<file path="config.mk">
export PLATFORM = sky130hd
export DESIGN_NAME = ifmap_row_loader
export DESIGN_NICKNAME = d
export VERILOG_FILES = /design/src/rtl/ifmap_row_loader.sv
export SDC_FILE = /design/constraint.sdc
export NUM_CORES = 1
export LEC_CHECK = 0
export CAP_MARGIN = 20
export CORE_ASPECT_RATIO = 1.2
export CORE_MARGIN = 2
export CORE_UTILIZATION = 52
export DETAILED_ROUTE_END_ITERATION = 8
export PLACE_DENSITY = 0.8
export RECOVER_POWER = 50
export SLEW_MARGIN = 20
export SYNTH_ARGS = -nofsm -noshare
export SYNTH_HDL_FRONTEND = slang
export SYNTH_SLANG_ARGS = --single-unit
</file>
<file path="constraint.sdc">
create_clock -name clk -period 3.43 [get_ports clk]
set_clock_uncertainty 0.15 [all_clocks]
set_input_delay 0.8575 -clock clk [delete_from_list [all_inputs] [get_ports clk]]
set_output_delay 0.8575 -clock clk [all_outputs]
set_load 0.02 [all_outputs]
</file>
<file path="src/rtl/ifmap_row_loader.sv">
// Streams IFMap rows from SRAM into the PE circular buffer, tagging each word with row-framing flags.
// Optional zero padding around each row is built when IFMAP_ROW_LOADER_PAD_EN is defined.
module ifmap_row_loader #(
    parameter int DATA_WIDTH = 10,
    parameter int ADDR_WIDTH = 10,
    parameter int LEN_WIDTH  = 5,
    parameter int ROWS_WIDTH = 5,
    parameter int PAD_WIDTH  = 2
) (
    input  logic                  clk,
    input  logic                  rst,
    input  logic                  start,
    input  logic [ADDR_WIDTH-1:0] base_addr,
    input  logic [ADDR_WIDTH-1:0] row_stride,
    input  logic [LEN_WIDTH-1:0]  row_len,
    input  logic [ROWS_WIDTH-1:0] num_rows,
    input  logic [PAD_WIDTH-1:0]  pad_size,
    output logic                  mem_ren,
    output logic [ADDR_WIDTH-1:0] mem_addr,
    input  logic [DATA_WIDTH-1:0] mem_rdata,
    input  logic                  buf_ready,
    output logic                  buf_wen,
    output logic [DATA_WIDTH+1:0] buf_din,
    output logic                  pe_start,
    output logic                  busy,
    output logic                  done
);

    typedef enum logic [2:0] {IDLE, PAD_PRE, READ, PAD_POST, FINISH} state_t;

    state_t                state;
    logic [ADDR_WIDTH-1:0] row_base;
    logic [ADDR_WIDTH-1:0] stride_q;
    logic [LEN_WIDTH-1:0]  len_q;
    logic [ROWS_WIDTH-1:0] rows_q;
    logic [LEN_WIDTH-1:0]  rd_cnt;
    logic [LEN_WIDTH-1:0]  wr_cnt;
    logic [ROWS_WIDTH-1:0] row_idx;
    logic                  pend;
    logic                  skid_valid;
    logic [DATA_WIDTH-1:0] skid_data;
    logic                  pad_on;
    logic                  wr_last;
    logic                  row_last;
    logic [1:0]            flags;
    logic [DATA_WIDTH-1:0] wdata;

`ifdef IFMAP_ROW_LOADER_PAD_EN
    logic [PAD_WIDTH-1:0]  pad_q;
    logic [PAD_WIDTH-1:0]  pad_cnt;
    logic                  pad_last;
    assign pad_on   = (pad_q != '0);
    assign pad_last = (pad_cnt == pad_q - 1'b1);
`else
    logic unused_pad;
    assign pad_on     = 1'b0;
    assign unused_pad = ^pad_size;
`endif

    assign wr_last  = (wr_cnt == len_q - 1'b1);
    assign row_last = (row_idx == rows_q - 1'b1);
    assign busy     = (state != IDLE);

    // Writes come from the skid register when it holds data, else straight from the SRAM read port.
    always_comb begin
        mem_ren  = 1'b0;
        mem_addr = '0;
        buf_wen  = 1'b0;
        flags    = 2'b00;
        wdata    = '0;
        case (state)
            READ: begin
                mem_ren = buf_ready && !skid_valid && (rd_cnt != len_q);
                if (mem_ren) mem_addr = row_base + ADDR_WIDTH'(rd_cnt);
                buf_wen = (skid_valid || pend) && buf_ready;
                wdata   = skid_valid ? skid_data : mem_rdata;
                flags   = {!pad_on && (wr_cnt == '0), !pad_on && wr_last};
            end
`ifdef IFMAP_ROW_LOADER_PAD_EN
            PAD_PRE: begin
                buf_wen = buf_ready;
                flags   = {pad_cnt == '0, 1'b0};
            end
            PAD_POST: begin
                buf_wen = buf_ready;
                flags   = {1'b0, pad_last};
            end
`endif
            default: ;
        endcase
        buf_din = buf_wen ? {flags, wdata} : '0;
    end

    always_ff @(posedge clk) begin
        if (rst) begin
            state      <= IDLE;
            row_base   <= '0;
            stride_q   <= '0;
            len_q      <= '0;
            rows_q     <= '0;
            rd_cnt     <= '0;
            wr_cnt     <= '0;
            row_idx    <= '0;
            pend       <= 1'b0;
            skid_valid <= 1'b0;
            skid_data  <= '0;
            pe_start   <= 1'b0;
            done       <= 1'b0;
`ifdef IFMAP_ROW_LOADER_PAD_EN
            pad_q      <= '0;
            pad_cnt    <= '0;
`endif
        end else begin
            pend     <= 1'b0;
            pe_start <= 1'b0;
            done     <= 1'b0;
            case (state)
                IDLE: begin
                    if (start) begin
                        row_base <= base_addr;
                        stride_q <= row_stride;
                        len_q    <= row_len;
                        rows_q   <= num_rows;
                        rd_cnt   <= '0;
                        wr_cnt   <= '0;
                        row_idx  <= '0;
`ifdef IFMAP_ROW_LOADER_PAD_EN
                        pad_q    <= pad_size;
                        pad_cnt  <= '0;
`endif
                        if (row_len == '0 || num_rows == '0) begin
                            state <= FINISH;
                            done  <= 1'b1;
`ifdef IFMAP_ROW_LOADER_PAD_EN
                        end else if (pad_size != '0) begin
                            state <= PAD_PRE;
`endif
                        end else begin
                            state <= READ;
                        end
                    end
                end
                READ: begin
                    pend <= mem_ren;
                    if (mem_ren) rd_cnt <= rd_cnt + 1'b1;
                    if (buf_wen) begin
                        skid_valid <= 1'b0;
                        wr_cnt     <= wr_cnt + 1'b1;
                        if (wr_last) begin
                            if (pad_on) begin
                                state <= PAD_POST;
                            end else begin
                                pe_start <= (row_idx == '0);
                                if (row_last) begin
                                    state <= FINISH;
                                    done  <= 1'b1;
                                end else begin
                                    row_idx  <= row_idx + 1'b1;
                                    row_base <= row_base + stride_q;
                                    rd_cnt   <= '0;
                                    wr_cnt   <= '0;
                                end
                            end
                        end
                    end else if (pend) begin
                        skid_valid <= 1'b1;
                        skid_data  <= mem_rdata;
                    end
                end
`ifdef IFMAP_ROW_LOADER_PAD_EN
                PAD_PRE: begin
                    if (buf_ready) begin
                        if (pad_last) begin
                            pad_cnt <= '0;
                            state   <= READ;
                        end else begin
                            pad_cnt <= pad_cnt + 1'b1;
                        end
                    end
                end
                PAD_POST: begin
                    if (buf_ready) begin
                        if (pad_last) begin
                            pad_cnt  <= '0;
                            pe_start <= (row_idx == '0);
                            if (row_last) begin
                                state <= FINISH;
                                done  <= 1'b1;
                            end else begin
                                row_idx  <= row_idx + 1'b1;
                                row_base <= row_base + stride_q;
                                rd_cnt   <= '0;
                                wr_cnt   <= '0;
                                state    <= PAD_PRE;
                            end
                        end else begin
                            pad_cnt <= pad_cnt + 1'b1;
                        end
                    end
                end
`endif
                FINISH:  state <= IDLE;
                default: state <= IDLE;
            endcase
        end
    end

endmodule

</file>
==> results by stage, run 1 <==
Hold path:
- The hold-critical path endpoint is skid_data[0].
- Along the worst hold path, the cell count comes to 2.
- The beginning of the worst hold path is skid_data[0].
- The kind of path behind the tightest hold check is reg2reg.

Placement:
- During placement, the flow inserted port buffers numbering 70.
- The HPWL after detailed placement is a little under 7 mm.
- The cell count after placement is 613.
- At the end of routability-driven placement, the weighted congestion stood at between 0.8 and 0.9.

STA:
- The sum of negative setup slack is 0 ns.
- The max-slew headroom at the worst pin is 40.0%.
- Setup violations remaining at the end of the flow were counted as 0.
- Static timing analysis puts the maximum clock frequency at 301 MHz.
- For the finished layout, the period the worst path requires is 3.32 ns.
- The slew of the pin with the lowest slew margin is 0.900 ns.
- The final-report max-slew violation count was 0.
- The period utilization is 96.7%.
- The number of hold violations in the final report is 0.

Critical path:
- The startpoint-to-endpoint class of the critical path is reg2out.
- The startpoint of the worst register-to-register path is row_base[0].
- For the worst setup path, the data required time is between 2 and 2.5 ns.
- The endpoint arrival time on the critical path is ~2.3 ns.
- The flop-to-flop setup slack is 0.54 ns.
- The count of cells along the worst register-to-register path is 9.
- The largest fanout on the critical path is 3.
- STA classifies the critical path endpoint as an output pin.
- The critical register-to-register path endpoint is row_base[8].
- STA classifies the critical path startpoint as a register.

Clock network:
- The number of hold buffers added after CTS is 0.
- Clock tree synthesis selected as its root buffer the cell sky130_fd_sc_hd__clkbuf_8.
- The clock passes through at most 2 buffers.
- The sink count of the clock tree is 61.
- The H-tree was split into 3 levels.
- TritonCTS built the clock tree.
- The latest clock arrival within the worst-skew pair is around 0.35 ns.
- The total CTS buffers is 9.
- After clock tree synthesis, the clock-pin slew on the worst setup and hold paths is around 0.070 ns.

Finish:
- Excluding fillers, the count of instances in the completed layout stands at 630.
- The number of antenna diodes in the final layout is 0.
- The number of fillers in the final layout is 578.
- Compared with the post-synthesis result, the final layout area differs by 30.2%.
- The post-route netlist has 10.7% of its cells at a drive strength greater than 1.
- The number of nets in the final layout is 607.

Global route:
- The first global-routing pass estimated ~16 mm of wire.
- The largest net degree at the start of global routing is 23.
- For this run the aggregate overflow at the end of global routing stands at 0.
- The global router's overall resource usage is 25.9%.
- The number of antenna violations at the first check in global routing is 0.
- The via count of the first global-routing pass is 3382.

Synth:
- The per-instance average area after synthesis is 8.06 um2.
- The number of synthesis warnings is 0.
- The cell area after synthesis is about 0.0036 mm2.
- The portion of synthesized cell area occupied by the leading cell type is 33.7%.
- Of the synthesized area, sequential elements account for ~34%.
- After synthesis, the cell types taking the most area are sky130_fd_sc_hd__dfxtp_1, sky130_fd_sc_hd__nand2_1, sky130_fd_sc_hd__ha_1.
- The number of different library cells used by synthesis comes to 59.
- Synthesis produced a netlist with a net count of a little over 500.
- sky130_fd_sc_hd__dfxtp_1 takes more of the synthesized area than any other cell.
- Yosys mapped a number of flops with a built-in enable equal to 0.
- The count of mapped cells out of synthesis is 449.
- The most common flop cell mapped by yosys is sky130_fd_sc_hd__dfxtp_1.
- The number of flip-flops and latches in the synthesized netlist is 61.
- Among all cell types in the netlist, the one instantiated most often is sky130_fd_sc_hd__nand2_1.
- By count the netlist is led by sky130_fd_sc_hd__nand2_1, sky130_fd_sc_hd__dfxtp_1, sky130_fd_sc_hd__a21oi_1.
- Of all flip-flops after synthesis, the portion carrying an async set or reset was 0%.

Die:
- The die outline area is between 0.007 and 0.008 mm2.
- The width of the die is around 80 um.
- The initial standard-cell utilization of the core is 53.5%.
- The die is approximately 95 um tall.
- 73 I/O pins were placed.
- The standard-cell row count is 33.
- The area of the core is 0.00677 mm2.

Drt:
- The count of antenna-violating nets left after detailed routing is 0.
- The per-cell routed wire length is approximately 15 um.
- The routed layout has 3507 vias.
- The first TritonRoute pass finished after 5 iterations.
- The routed wire length is 9.14 mm.
- The initial DRC count is 251.
- In the routed design, unresolved DRC markers number 0.
- The vias per cell is 5.57.

Status:
- The flow ran to the end, and the final reports show no timing, DRC or antenna violations.

Pwr:
- The maximum VDD drop is 0.277 mV.
- The leakage component of the power is between 1.5 and 2 nW.
- Power spread over the standard cell area amounts to 388 mW/mm2.

Run:
- The total of max-cap violations is 0.
-- cell families (layout without fill, tap and decap cells) --
kind of cell	after synthesis	count (layout)	share of synthesized area [%]
muxes	13	13	3.59
AOI/OAI and AO/OA	113	113	19.9
DFF	61	61	33.7
xor gates and xnor gates	33	33	8.36
and+or+nand+nor	174	174	22.8
buffers and inverters	32	126	3.32
adders and majority gates	23	23	8.36
-- power breakdown --
group	switching [mW]	internal, mW
Combinational	0.212	0.183
Clock	0.305	0.337
Sequential	0.0443	0.749
-- cell type report --
class	count	area, um2	share of cell area (%)
multi-input combinational	356	2310	48.9
sequential	61	1220	25.9
timing repair buffer	93	815	17.3
clock buffer	9	124	2.63
tap	87	109	2.31
clock inverter	7	75.1	1.59
inverter	17	63.8	1.35
-- cell usage in the layout (no fill, tap or decap), types with 3 or more instances in the layout --
| master | instances |
|---|---|
| sky130_fd_sc_hd__a21o_1 | 5 |
| sky130_fd_sc_hd__a21oi_1 | 47 |
| sky130_fd_sc_hd__a22o_1 | 6 |
| sky130_fd_sc_hd__a31oi_1 | 7 |
| sky130_fd_sc_hd__and2_1 | 5 |
| sky130_fd_sc_hd__and3_1 | 4 |
| sky130_fd_sc_hd__buf_4 | 20 |
| sky130_fd_sc_hd__clkbuf_1 | 4 |
| sky130_fd_sc_hd__clkbuf_2 | 4 |
| sky130_fd_sc_hd__clkbuf_8 | 9 |
| sky130_fd_sc_hd__clkdlybuf4s50_1 | 40 |
| sky130_fd_sc_hd__clkinvlp_4 | 3 |
| sky130_fd_sc_hd__dfxtp_1 | 61 |
| sky130_fd_sc_hd__dlygate4sd2_1 | 16 |
| sky130_fd_sc_hd__dlygate4sd3_1 | 5 |
| sky130_fd_sc_hd__ha_1 | 21 |
| sky130_fd_sc_hd__inv_1 | 17 |
| sky130_fd_sc_hd__mux2i_1 | 13 |
| sky130_fd_sc_hd__nand2_1 | 83 |
| sky130_fd_sc_hd__nand3_1 | 6 |
| sky130_fd_sc_hd__nand4_1 | 5 |
| sky130_fd_sc_hd__nor2_1 | 35 |
| sky130_fd_sc_hd__nor2b_1 | 3 |
| sky130_fd_sc_hd__nor3_1 | 7 |
| sky130_fd_sc_hd__nor4_1 | 3 |
| sky130_fd_sc_hd__o21ai_0 | 15 |
| sky130_fd_sc_hd__o21ai_1 | 5 |
| sky130_fd_sc_hd__o22ai_1 | 4 |
| sky130_fd_sc_hd__or3_1 | 6 |
| sky130_fd_sc_hd__xnor2_1 | 12 |
| sky130_fd_sc_hd__xor2_1 | 20 |
-- metal layers --
metal	share of wire (%)	track usage, %	up-vias
met5	0	0	-
met4	1.7	9.32	0
met3	6.4	5.87	17
met2	50	44.1	126
met1	42	32.1	1612
li1	-	-	1752
-- worst max-delay path, cell delays in order (launching register included) --
cell and delay, ns:
sky130_fd_sc_hd__dfxtp_1 0.34, sky130_fd_sc_hd__ha_1 0.28, sky130_fd_sc_hd__a21o_1 0.11, sky130_fd_sc_hd__a21oi_1 0.09, sky130_fd_sc_hd__o21ai_1 0.21, sky130_fd_sc_hd__a21oi_2 0.11
sky130_fd_sc_hd__or3_1 0.35, sky130_fd_sc_hd__a21oi_1 0.14, sky130_fd_sc_hd__dlygate4sd2_1 0.34
-- how the worst max path moves through the flow --
| stage | from | slack [ns] | cells after the start | endpoint |
|---|---|---|---|---|
| 6_report | rd_cnt[1] | 0.11 | 8 | mem_addr[7] |
| 5_1_grt | rd_cnt[1] | -0.0006 | 8 | mem_addr[7] |
| 4_1_cts | buf_ready | 0.001 | 5 | mem_addr[4] |
| 3_5_place_dp | buf_ready | -0.38 | 5 | mem_addr[2] |
| 3_3_place_gp | buf_ready | -0.32 | 5 | mem_addr[4] |
| 2_1_floorplan | rd_cnt[0] | 0.36 | 9 | mem_addr[8] |
-- metrics by stage --
step                hold slack, ns  instance area [um2]  setup WS, ns  util, %  power, mW
floorplan                    0.286                 3620         0.358        -       1.05
global route                 0.333                 4710     -0.000574     69.6       1.93
global placement             0.293                 4540        -0.324     67.0       1.18
detailed placement           0.302                 4540        -0.376     67.0       1.20
finish                       0.310                 4710         0.112     69.6       1.83
CTS                          0.313                 4720       0.00117     69.7       1.84
-- state kept, by name (all words and copies together), names as in the netlist, 5 cells and up --
signal,cells
len_q,5
skid_data,10
wr_cnt,5
row_idx,5
rd_cnt,5
rows_q,5
stride_q,10
row_base,10
-- timing repair --
item                       4_1_cts  5_1_grt
pin swaps                        1        2
setup endpoints to repair       24       11
setup buffers                    1        0
gates resized for setup         37       19
Power figures use the tool's default switching activity.
==> run 2, diff against run 1 <==
--- a/config.mk
+++ b/config.mk
@@ -8,9 +8,10 @@
 export CAP_MARGIN = 20
 export CORE_ASPECT_RATIO = 1.2
 export CORE_MARGIN = 2
-export CORE_UTILIZATION = 52
+export CORE_UTILIZATION = 47
+export CTS_CLUSTER_DIAMETER = 120
 export DETAILED_ROUTE_END_ITERATION = 8
-export PLACE_DENSITY = 0.8
+export PLACE_DENSITY = 0.76
 export RECOVER_POWER = 50
 export SLEW_MARGIN = 20
 export SYNTH_ARGS = -nofsm -noshare
==> constraint.sdc (replaced) <==
create_clock -name clk -period 3.05 [get_ports clk]
set_clock_uncertainty 0.15 [all_clocks]
set_input_delay 0.7625 -clock clk [delete_from_list [all_inputs] [get_ports clk]]
set_output_delay 0.7625 -clock clk [all_outputs]
set_load 0.005 [all_outputs]
==> results by stage, run 2 (same netlist as run 1, synthesis figures left out) <==
Status:
- The checks that failed: setup timing.
- The run finished, with violations left.

Global route:
- The global-route wire length before repair is 15.0 mm (-3.7%).
- The via count of the first global-routing pass is 3354 (-0.83%).
- The global router's overall resource usage was 21.9% (-4.1 points).
- The largest net degree at the start of global routing was 23 (unchanged).
- The total congestion overflow is 0 (unchanged).
- The number of antenna violations at the first check in global routing came to 0 (unchanged).

Clock network:
- The clock slew seen by the registers of the worst setup and hold paths is 0.06 ns (about the same).
- The deepest clock path buffer count is 2 (unchanged).
- The latest clock arrival within the worst-skew pair came to 0.34 ns (about the same).
- The tree is rooted in a sky130_fd_sc_hd__clkbuf_8.
- The total CTS buffers is 9 (unchanged).
- The number of hold buffers added after CTS is 0 (unchanged).
- The level count of the clock H-tree is 3 (unchanged).
- The sink count of the clock tree is 61 (unchanged).
- TritonCTS built the clock tree.

Finish:
- The final standard cell utilization of the core is 65.1% (-4.5 points).
- In the final layout, the registers with the most flip-flops are row_base x10, skid_data x10, stride_q x10.
- The fraction of final layout cells with drive strength greater than 1 is 16.1% (+5.4 points).
- The antenna diode count is 0 (unchanged).
- Leaving out fill and tap cells, the most frequent cell in the layout is sky130_fd_sc_hd__nand2_1.
- The signed area change from the synthesized netlist to the final layout is 36.2%.
- The number of nets in the final layout is 623 (+2.6%).
- Leaving out fill and tap cells, the most frequent cells in the layout are sky130_fd_sc_hd__nand2_1, sky130_fd_sc_hd__clkdlybuf4s50_1, sky130_fd_sc_hd__dfxtp_1.

Hold path:
- The hold-critical path endpoint is skid_data[2].
- The worst hold path stage count is 2 (unchanged).
- The worst hold path begins at skid_data[2].
- The min-delay analysis places its worst path in the category reg2reg.

Critical path:
- STA classifies the critical path startpoint as a register.
- The cell with the largest stage delay on the worst path is sky130_fd_sc_hd__fa_2.
- The flop-to-flop setup slack was 0.23 ns (-0.31 ns).
- The worst setup path is of the reg2out kind.
- The startpoint of the worst register-to-register path is len_q[0].
- The data required time of the worst path came to 2.14 ns (-0.28 ns).
- The largest fanout on the critical path came to 2 (-1).
- The biggest cell delay along the critical path is 0.36 ns (about the same).
- The nature of the critical path endpoint is an output pin.
- The count of cells along the worst register-to-register path is 8 (-1).
- The critical register-to-register path endpoint is row_idx[1].
- The number of buffers and inverters on the critical path came to 3 (+2).
- The endpoint arrival time on the critical path was 2.21 ns (-0.10 ns).
- The kind of cell adding the most delay to the critical path is adder cells.
- Walking the worst path, the cells encountered are ha_4, inv_2, fa_2, nor2b_4, o21ai_2, a21boi_2, buf_4, o2111ai_2, xor2_1, nor2_1, buf_2.

Drt:
- The per-cell routed wire length is 14.2 um (-2.3%).
- The count of antenna-violating nets left after detailed routing is 0 (unchanged).
- The total number of vias is 3557 (+1.4%).
- The routed wire length came to 9.23 mm (+1.0%).
- The detailed-routing iteration count for the pre-antenna-repair pass is 4 (-1).
- The initial DRC count came to 175 (-30%).
- The final routed DRC violation total is 0 (unchanged).
- The vias per cell came to 5.46 (-1.8%).

STA:
- The max-slew headroom at the worst pin is 53.5% (+13 points).
- The final number of setup-violating endpoints came to 2 (+2).
- For this run, the top clock speed supported by timing is 321 MHz.
- The final hold slack was 0.308 ns (-0.00286 ns).
- The slew of the pin with the lowest slew margin is 0.698 ns (-0.202 ns).
- The period utilization is 102%.
- Setup repair after global routing could not meet its margin everywhere.
- The number of hold violations in the final report is 0 (unchanged).
- The final-report max-slew violation count is 0 (unchanged).
- The shortest period the worst path allows is 3.12 ns.
- The final critical-path setup slack came to -0.0680 ns (-0.180 ns).

Placement:
- The count of buffers from port buffering is 70 (unchanged).
- The HPWL after detailed placement was 7.05 mm (+1.9%).
- The final weighted congestion in routability-driven placement is 0.879 (+1.7%).

Die:
- The total I/O pin count is 73 (unchanged).
- The standard-cell row count is 35 (+6.1%).
- The floorplan die height was 100 um (+5.0%).
- The width of the die came to 84.1 um (+4.9%).
- The area of the core is 0.00758 mm2 (+12%).
- The initial standard-cell utilization of the core is 47.8% (-5.7 points).
- The die outline area is 0.00843 mm2 (+10%).

Pwr:
- The total power density per cell area came to 417 mW/mm2 (+7.4%).
- The leakage component of the power came to 1.98 nW (+2.2%).
- The maximum VDD drop is 0.432 mV (+56%).

Run:
- The total of max-cap violations came to 0 (unchanged).
run 2: changes by cell type in the layout (fill, tap and decap cells not counted), sizes merged:
cell	before	now
dlygate4sd3	5	4
clkbuf	17	16
dlymetal6s2s	1	2
clkinvlp	3	1
clkdlybuf4s15	2	1
clkdlybuf4s50	40	56
dlygate4sd2	16	1
buf	21	41
inv	18	17
run 2: per-stage QoR:
step | instance area [um2] | power (mW) | TNS, ns | cells | worst slack [ns]
final | 4930 | 2.06 | -0.0797 | 651 | -0.0680
after global routing | 4930 | 2.16 | -0.538 | 651 | -0.168
after CTS | 4930 | 2.07 | -0.155 | 648 | -0.120
after detailed placement | 4610 | 1.35 | -7.21 | 626 | -0.443
after global placement | 4610 | 1.34 | -6.94 | 626 | -0.412
after floorplan | 3620 | 1.17 | 0 | 449 | 0.257
run 2: layout make-up:
class,instances,area (um2)
fill,666,2650
multi-input combinational,356,2360
sequential,61,1230
timing repair buffer,109,968
clock buffer,12,145
tap,92,115
inverter,17,63.8
clock inverter,4,47.5
run 2: per-layer routing:
metal / vias to the layer above / global-route usage, % / routed length [um]
met4: 0 / 9.18 / 244
met1: 1650 / 25.7 / 3880
li1: 1789 / - / -
met5: - / 0 / 0
met2: 96 / 38.2 / 4630
met3: 22 / 5.18 / 471
run 2: worst max-delay path by stage:
stage	from	to	slack, ns	depth (start not counted)
after floorplan	rd_cnt[0]	mem_addr[8]	0.26	9
after global placement	buf_ready	mem_addr[4]	-0.41	5
after CTS	rd_cnt[0]	mem_addr[8]	-0.12	11
after global routing	rd_cnt[0]	mem_addr[8]	-0.17	11
final	rd_cnt[0]	mem_addr[8]	-0.07	11
after detailed placement	buf_ready	mem_addr[4]	-0.44	5
run 2: report_power, final:
group	leakage, nW	switching, mW	internal (mW)
clock network	0.0964	0.305	0.397
logic	1.39	0.236	0.224
registers	0.500	0.0493	0.844
run 2: worst min-delay path: cells and delay by family (launching register included):
kind,cells,cell delay (ns)
and+or+nand+nor,1,0.05
DFF,1,0.31
AOI/OAI and AO/OA,1,0.05
run 2: what timing repair did:
| action | 4_1_cts | 5_1_grt |
|---|---|---|
| gates resized for setup | 52 | 12 |
| setup buffers | 6 | 3 |
| endpoints found under the setup margin | 24 | 13 |
| pin swaps | 16 | 17 |
==> run 3, diff against run 2 <==
--- a/config.mk
+++ b/config.mk
@@ -10,9 +10,11 @@
 export CORE_MARGIN = 2
 export CORE_UTILIZATION = 47
 export CTS_CLUSTER_DIAMETER = 120
+export CTS_CLUSTER_SIZE = 28
 export DETAILED_ROUTE_END_ITERATION = 8
 export PLACE_DENSITY = 0.76
 export RECOVER_POWER = 50
+export SKIP_CTS_REPAIR_TIMING = 1
 export SLEW_MARGIN = 20
 export SYNTH_ARGS = -nofsm -noshare
 export SYNTH_HDL_FRONTEND = slang
==> results by stage, run 3 (same netlist as run 1, synthesis figures left out) <==
Clock network:
- The clock slew seen by the registers of the worst setup and hold paths is 0.06 ns (about the same).
- The latest clock arrival within the worst-skew pair is 0.35 ns (about the same).
- The level count of the clock H-tree came to 3 (unchanged).
- The deepest clock path buffer count is 2 (unchanged).
- TritonCTS built the clock tree.
- The sink count of the clock tree came to 61 (unchanged).
- In this run the clock root is driven by a sky130_fd_sc_hd__clkbuf_8.
- The total CTS buffers is 9 (unchanged).

Critical path:
- The critical path goes through ha_4, inv_2, fa_2, nor2b_2, o21ai_2, a21boi_2, o2111ai_2, xor2_1, nor2_1, buf_2.
- The worst setup path is launched from a register.
- The worst setup path is of the reg2out kind.
- The endpoint arrival time on the critical path was 2.23 ns (+0.02 ns).
- The startpoint of the worst register-to-register path is len_q[0].
- The biggest cell delay along the critical path is 0.36 ns (about the same).
- The largest fanout on the critical path is 3 (+1).
- The data required time of the worst path came to 2.14 ns (about the same).
- The nature of the critical path endpoint is an output pin.
- The kind of cell adding the most delay to the critical path is adder cells.
- The number of buffers and inverters on the critical path was 2 (-1).
- The cell with the largest stage delay on the worst path is sky130_fd_sc_hd__fa_2.
- The start point of the critical path is rd_cnt[0].

STA:
- Setup repair after global routing could not meet its margin everywhere.
- The fmax is 319 MHz (-0.67%).
- The sum of negative setup slack is -0.0891 ns (-0.00937 ns).
- The number of hold violations in the final report is 0 (unchanged).
- The slew of the pin with the lowest slew margin is 0.698 ns (+0.000827 ns).
- The final critical-path setup slack is -0.0891 ns (-0.0211 ns).
- The shortest period the worst path allows is 3.14 ns (+0.0211 ns).
- The final number of setup-violating endpoints is 1 (-1).
- The period utilization is 103% (+0.69 points).
- The final-report max-slew violation count came to 0 (unchanged).
- The max-slew headroom at the worst pin is 53.4% (-0.055 points).

Placement:
- The standard cell area after detailed placement is 0.00461 mm2 (unchanged).
- The placement-stage worst setup slack is -0.443 ns (unchanged).
- The final weighted congestion in routability-driven placement is 0.879 (unchanged).
- The HPWL after detailed placement is 7.05 mm (unchanged).
- The count of buffers from port buffering was 70 (unchanged).
- The cell count after placement is 626 (unchanged).

Die:
- The initial standard-cell utilization of the core is 47.8% (unchanged).
- The die outline area is 0.00843 mm2 (unchanged).
- The width of the die is 84.1 um (unchanged).
- The total I/O pin count was 73 (unchanged).
- The standard-cell row count is 35 (unchanged).
- The floorplan die height is 100 um (unchanged).
- The area of the core was 0.00758 mm2 (unchanged).

Finish:
- The most common cell after layout, fill and taps aside is sky130_fd_sc_hd__nand2_1.
- In the final layout, the registers with the most flip-flops are row_base x10, skid_data x10, stride_q x10.
- The library cells used most frequently in the layout, excluding fill and tap cells, are sky130_fd_sc_hd__nand2_1, sky130_fd_sc_hd__dfxtp_1, sky130_fd_sc_hd__clkdlybuf4s50_1.
- The number of standard cells in the final layout excluding fillers is 647 (-0.61%).
- The antenna diode count is 0 (unchanged).
- The number of nets in the final layout is 619 (-0.64%).
- The signed area change from the synthesized netlist to the final layout is 35.7%.
- The post-layout instance area was 0.00491 mm2 (-0.33%).
- The fraction of final layout cells with drive strength greater than 1 was 14.4% (-1.7 points).

Drt:
- The per-cell routed wire length is 14.4 um (+1.7%).
- The initial DRC count is 189 (+8.0%).
- The detailed-routing iteration count for the pre-antenna-repair pass is 4 (unchanged).
- The final routed DRC violation total is 0 (unchanged).
- The total number of vias was 3562 (+0.14%).
- The routed wire length was 9.32 mm (+1.1%).
- The vias per cell is 5.51 (+0.76%).
- The count of antenna-violating nets left after detailed routing is 0 (unchanged).

Pwr:
- The leakage component of the power is 2.04 nW (+2.7%).
- The maximum VDD drop is 0.443 mV (+2.6%).
- The total power density per cell area came to 420 mW/mm2 (+0.69%).
- The power consumption came to 2.06 mW (+0.35%).

Global route:
- The number of antenna violations at the first check in global routing came to 0 (unchanged).
- The via count of the first global-routing pass is 3264 (-2.7%).
- The global router's overall resource usage was 21.2% (-0.68 points).
- The largest net degree at the start of global routing is 23 (unchanged).
- The global-route wire length before repair is 14.5 mm (-3.1%).
- The total congestion overflow is 0 (unchanged).

Status:
- The final reports fail on setup timing.
- The flow ran to the end, but the final reports show violations.

Run:
- The total of max-cap violations is 0 (unchanged).

Hold path:
- The kind of path behind the tightest hold check is reg2reg.
- The worst hold path begins at skid_data[2].
## run 3: cell count changes in the layout (fill, tap and decap cells not counted), sizes merged
cell and change:
buf -6, clkdlybuf4s15 -1, clkdlybuf4s50 -1, dlygate4sd2 -1
dlymetal6s2s +5
## run 3: layout make-up
class | instances | area [um2]
Sequential cell | 61 | 1230
Timing Repair Buffer | 105 | 953
Tap cell | 92 | 115
Clock inverter | 4 | 47.5
Clock buffer | 12 | 145
Multi-Input combinational cell | 356 | 2360
Fill cell | 672 | 2660
Inverter | 17 | 63.8
## run 3: worst paths after layout
path / to / slack, ns / depth (start not counted)
worst min-delay path: skid_data[2] / 0.31 / 2
worst min register to register: skid_data[2] / 0.31 / 2
worst max-delay path: mem_addr[8] / -0.09 / 10
worst max register to register: row_idx[1] / 0.17 / 8
## run 3: worst reg2reg max path, delay by kind of cell, from the launching register on
family                   cells  cell delay, ns
flip-flops                   1            0.48
XOR/XNOR                     1            0.18
adder cells (fa/ha/maj)      1            0.21
AO/OA/AOI/OAI                3            1.04
buffers and inverters        1            0.08
AND/OR/NAND/NOR              2            0.62
## run 3: layer usage
layer	GRT usage [%]	wire length (um)
met1	25.0	3950
met5	0	0
met2	36.9	4680
met4	8.44	223
met3	5.35	470
## run 3: metrics by stage
| step | utilization (%) | hold slack (ns) |
|---|---|---|
| after floorplan | - | 0.286 |
| after global placement | 60.8 | 0.292 |
| after detailed placement | 60.8 | 0.300 |
| after CTS | 63.3 | 0.309 |
| after global routing | 64.9 | 0.323 |
| final | 64.9 | 0.308 |
## run 3: power breakdown
part / internal, mW / switching, mW / leakage [nW]
clock network: 0.397 / 0.311 / 0.0964
logic: 0.221 / 0.240 / 1.44
registers: 0.844 / 0.0497 / 0.499
